===== config.mk =====
export PLATFORM = sky130hd
export DESIGN_NAME = unsigned_calc_seq_v
export DESIGN_NICKNAME = d
export VERILOG_FILES = /design/src/rtl/unsigned_calc_seq_v.sv
export SDC_FILE = /design/constraint.sdc
export NUM_CORES = 1
export LEC_CHECK = 0
export CAP_MARGIN = 10
export CORE_MARGIN = 3
export CORE_UTILIZATION = 41
export DETAILED_ROUTE_END_ITERATION = 8
export PLACE_DENSITY = 0.64
export SYNTH_ARGS = -nofsm -noshare
export SYNTH_HDL_FRONTEND = slang
export SYNTH_SLANG_ARGS = --single-unit

===== constraint.sdc =====
create_clock -name i_clk -period 3.25 [get_ports i_clk]
set_clock_uncertainty 0.2 [all_clocks]
set_input_delay 0.65 -clock i_clk [delete_from_list [all_inputs] [get_ports i_clk]]
set_output_delay 0.65 -clock i_clk [all_outputs]
set_load 0.01 [all_outputs]

===== src/rtl/unsigned_calc_seq_v.sv =====
// unsigned_calc_seq_v
// Computes F = 7X - 3Y + 6Z for three 4-bit unsigned operands. A single
// shared 9-bit signed add/subtract unit and a 9-bit accumulator are used,
// and each product is built from shifted operands. The result is either
// wrapped to 8 bits or saturated to +127, depending on SAT_EN.
//
// Sequence after a start is accepted in IDLE:
//   A8 (+X<<3) -> A1 (-X) -> B2 (-Y<<1) -> B1 (-Y) -> C4 (+Z<<2)
//   -> C2 (+Z<<1) -> DONE -> IDLE
// o_busy is high for the seven cycles A8..DONE. o_done is high only in DONE,
// which is the first cycle in which the registered result is valid.
// Consecutive starts are therefore spaced eight cycles apart.

module unsigned_calc_seq_v #(
  parameter bit SAT_EN = 1'b0
) (
  input  logic              i_clk,
  input  logic              i_rst,
  input  logic              i_start,
  input  logic [3:0]        i_au,
  input  logic [3:0]        i_bu,
  input  logic [3:0]        i_cu,
  output logic              o_busy,
  output logic              o_done,
  output logic signed [7:0] o_fu,
  output logic              o_ovf
);

  localparam logic [2:0] IDLE = 3'd0;
  localparam logic [2:0] A8   = 3'd1;
  localparam logic [2:0] A1   = 3'd2;
  localparam logic [2:0] B2   = 3'd3;
  localparam logic [2:0] B1   = 3'd4;
  localparam logic [2:0] C4   = 3'd5;
  localparam logic [2:0] C2   = 3'd6;
  localparam logic [2:0] DONE = 3'd7;

  logic [2:0]        state;
  logic [2:0]        state_next;
  logic [3:0]        x_reg;
  logic [3:0]        y_reg;
  logic [3:0]        z_reg;
  logic signed [8:0] acc;
  logic signed [8:0] operand;
  logic              subtract;
  logic signed [8:0] alu_out;
  logic              final_ovf;
  logic [7:0]        final_fu;

  // Choose the shifted operand and the add/subtract direction for the current step
  always_comb begin
    operand  = 9'sd0;
    subtract = 1'b0;
    case (state)
      A8: begin
        operand  = $signed({2'b00, x_reg, 3'b000});
        subtract = 1'b0;
      end
      A1: begin
        operand  = $signed({5'b00000, x_reg});
        subtract = 1'b1;
      end
      B2: begin
        operand  = $signed({4'b0000, y_reg, 1'b0});
        subtract = 1'b1;
      end
      B1: begin
        operand  = $signed({5'b00000, y_reg});
        subtract = 1'b1;
      end
      C4: begin
        operand  = $signed({3'b000, z_reg, 2'b00});
        subtract = 1'b0;
      end
      C2: begin
        operand  = $signed({4'b0000, z_reg, 1'b0});
        subtract = 1'b0;
      end
      default: begin
        operand  = 9'sd0;
        subtract = 1'b0;
      end
    endcase
  end

  // Shared adder/subtractor; intermediate values stay within -45..+195, so 9 bits never wrap
  always_comb begin
    alu_out = subtract ? (acc - operand) : (acc + operand);
  end

  // Result formatting for the final step: positive overflow flag plus wrap or saturate
  always_comb begin
    final_ovf = (alu_out > 9'sd127);
    if (SAT_EN && final_ovf) begin
      final_fu = 8'h7F;
    end else begin
      final_fu = alu_out[7:0];
    end
  end

  // Next-state sequencing; i_start is only looked at in IDLE
  always_comb begin
    state_next = state;
    case (state)
      IDLE:    state_next = i_start ? A8 : IDLE;
      A8:      state_next = A1;
      A1:      state_next = B2;
      B2:      state_next = B1;
      B1:      state_next = C4;
      C4:      state_next = C2;
      C2:      state_next = DONE;
      DONE:    state_next = IDLE;
      default: state_next = IDLE;
    endcase
  end

  // State register
  always_ff @(posedge i_clk or posedge i_rst) begin
    if (i_rst) begin
      state <= IDLE;
    end else begin
      state <= state_next;
    end
  end

  // Operand capture and accumulator update; operands are frozen once a start is accepted
  always_ff @(posedge i_clk or posedge i_rst) begin
    if (i_rst) begin
      x_reg <= 4'd0;
      y_reg <= 4'd0;
      z_reg <= 4'd0;
      acc   <= 9'sd0;
    end else if (state == IDLE) begin
      if (i_start) begin
        x_reg <= i_au;
        y_reg <= i_bu;
        z_reg <= i_cu;
        acc   <= 9'sd0;
      end
    end else if (state != DONE) begin
      acc <= alu_out;
    end
  end

  // Result registers only load on the C2 to DONE transition and hold otherwise
  always_ff @(posedge i_clk or posedge i_rst) begin
    if (i_rst) begin
      o_fu  <= 8'sh00;
      o_ovf <= 1'b0;
    end else if (state == C2) begin
      o_fu  <= $signed(final_fu);
      o_ovf <= final_ovf;
    end
  end

  assign o_busy = (state != IDLE);
  assign o_done = (state == DONE);

endmodule


==> metrics <==
first-pass detailed-route iteration total 4; final net count 278; CTS hold repair buffers 0; final period utilization 1.055; unrepaired setup endpoints after global routing true; Hold Fails Final Rpt 0; Die X 75.31 microns; Die Height 75.31 microns; drt drc 0; Yosys top cell area share 0.4193; synth warn 0; Initial Utilization 0.4372; share of cells above drive strength 1 0.4240; R2R depth 14; Root Driver clkbuf_8; biggest regs acc: 9 flops, o_fu: 8 flops; Syn Inst Count 188; flops & latches, synth 33; H-tree depth 2; die area 5671 sq um; Total Neg Setup Slack -0.7833 ns; Finished Layout Cells 302; Worst Path Max Fanout 8; GP Congestion 0.8053; Synth cell types 43; number of synthesized flops with an enable pin 0; Area Growth Syn to Fin 44.54%; detailed placer's ending HPWL 3.425 mm; Syn Nets 217; Rel. slew slack 0.5999; Overflow after GRT 0; CP arrival 3.45 ns; final count of pins violating max slew 0; violations in the final reports setup timing; DP Cell Count 284; Largest register FFs 9; ys async rst share 1.000; CP required 3.27 ns; total CTS buffers 5; Vias/cell 5.490; fin crit period 3.428 ns; crit end category register; number of global-route vias before repair 1721; top post-synthesis cells by count dfrtp_1, mux2_2, nand2_1; most flop-heavy register acc; register area share after synthesis 0.4193; dpl ws -0.2372 ns; top-count cell post-synth dfrtp_1; Post-Syn Area 1969 sq um; Setup CP Type reg -> reg; wire length of the first global-routing pass 7.693 mm; Synth Flop Type dfrtp_1; setup slack, reg-to-reg -0.18 ns; Mapped Avg Cell Area 10.48 sq um; top cells by area, synth dfrtp_1, mux2_2, ha_1, a21oi_1, nand2_1; # port buffers 25; leading area contributor after synthesis dfrtp_1; # setup viols final 6; Fmax 291.8 MHz; IO Pins 26; worst setup margin -0.1775 ns; final antenna diode count 0; number of cell rows 24; Core Region 4504 sq um; total global-route track usage 0.1794; critical path startpoint category register; worst setup path startpoint state[0]$_DFF_PP0_; max_cap viols 0; outcome complete, but fails checks; Worst R2R End o_ovf$_DFFE_PP0N_; Clock Latency Late Sink 0.28 ns; CTS Buffer Depth 2; TritonCTS clock tree built; final wirelength 4.743 mm; worst min-delay path class reg -> reg; Worst R2R Start state[0]$_DFF_PP0_; WL/cell 15.71 microns; largest net degree at the start of global routing 34; Initial DRC Count 73; Routed Antenna Nets 0; DR vias 1658; Clock transition at path regs 0.07 ns; Critical Path Sink o_ovf$_DFFE_PP0N_; antenna violations before repair 0; Worst-Margin Slew 0.5980 ns; Num Clock Sinks 33
## stage by stage
stage          hold slack [ns]  instance area [sq um]    util
2_1_floorplan           0.2498                   1997       -
3_3_place_gp            0.2640                   2466  0.5475
3_5_place_dp            0.2819                   2466  0.5475
4_1_cts                 0.2985                   2718  0.6033
5_1_grt                 0.3193                   2846  0.6319
6_report                0.2898                   2846  0.6319
## metal layers
| layer | global-route usage | vias to the layer above | routed length (microns) |
|---|---|---|---|
| met1 | 0.1985 | 822 | 1891 |
| met2 | 0.3432 | 37 | 2639 |
| met4 | 0.04854 | 0 | 53 |
| li1 | - | 792 | - |
| met3 | 0.03826 | 7 | 159 |
| met5 | 0 | - | 0 |
## worst max-delay path: stages, from the launching register on
cell	delay, ns
dfrtp_2	0.45
buf_4	0.16
ha_4	0.18
a222oi_1	0.47
a22o_2	0.27
a31oi_4	0.11
nor2_2	0.13
xnor2_1	0.13
ha_1	0.28
buf_4	0.14
buf_4	0.15
a21oi_4	0.14
mux2i_2	0.09
nor3b_4	0.26
a41o_1	0.20
## logic make-up after synthesis
kind of cell	count (synthesis)	synth area share
AND/OR/NAND/NOR	42	0.1010
AO/OA/AOI/OAI	48	0.1728
adder cells (fa/ha/maj)	14	0.09276
flip-flops	33	0.4193
multiplexers	21	0.1182
buffers and inverters	18	0.04257
XOR/XNOR	12	0.05337
## area by class of cell
type                       instances  area [sq um]
clock buffer                       5         68.82
clock inverter                     3         17.52
fill                             383          1658
inverter                          10         42.54
multi-input combinational        137          1289
sequential                        33         828.3
tap                               52         65.06
timing repair buffer              62         535.5
## worst min path at each step
stage / slack (ns) / to / cells after the start / start
floorplan: 0.25 / acc[0]$_DFFE_PP0P_ / 2 / acc[0]$_DFFE_PP0P_
global placement: 0.26 / o_fu[1]$_DFFE_PP0N_ / 2 / o_fu[1]$_DFFE_PP0N_
detailed placement: 0.28 / o_fu[2]$_DFFE_PP0N_ / 2 / o_fu[2]$_DFFE_PP0N_
CTS: 0.30 / o_fu[2]$_DFFE_PP0N_ / 2 / o_fu[2]$_DFFE_PP0N_
global route: 0.32 / o_fu[0]$_DFFE_PP0N_ / 2 / o_fu[0]$_DFFE_PP0N_
finish: 0.29 / o_fu[1]$_DFFE_PP0N_ / 2 / o_fu[1]$_DFFE_PP0N_
## cell usage in the layout, fill, tap and decap left out, drive strengths merged, types with 5 or more instances in the layout
| cell type | n |
|---|---|
| a21oi | 11 |
| a22o | 6 |
| a22oi | 5 |
| buf | 37 |
| clkbuf | 5 |
| clkdlybuf4s50 | 25 |
| dfrtp | 33 |
| ha | 13 |
| inv | 10 |
| mux2 | 18 |
| nand2 | 14 |
| nor2 | 12 |
| o21ai | 12 |
| xnor2 | 6 |
| xor2 | 6 |
## timing repair
action	in CTS	in global routing
setup buffers	6	4
pin swaps	22	17
endpoints found under the setup margin	8	8
resized for setup	28	21
hold endpoints to repair	0	0
Power is left out: the tool's default activity adds up to more than one toggle a clock period on the data nets, which glitch-free logic cannot reach.
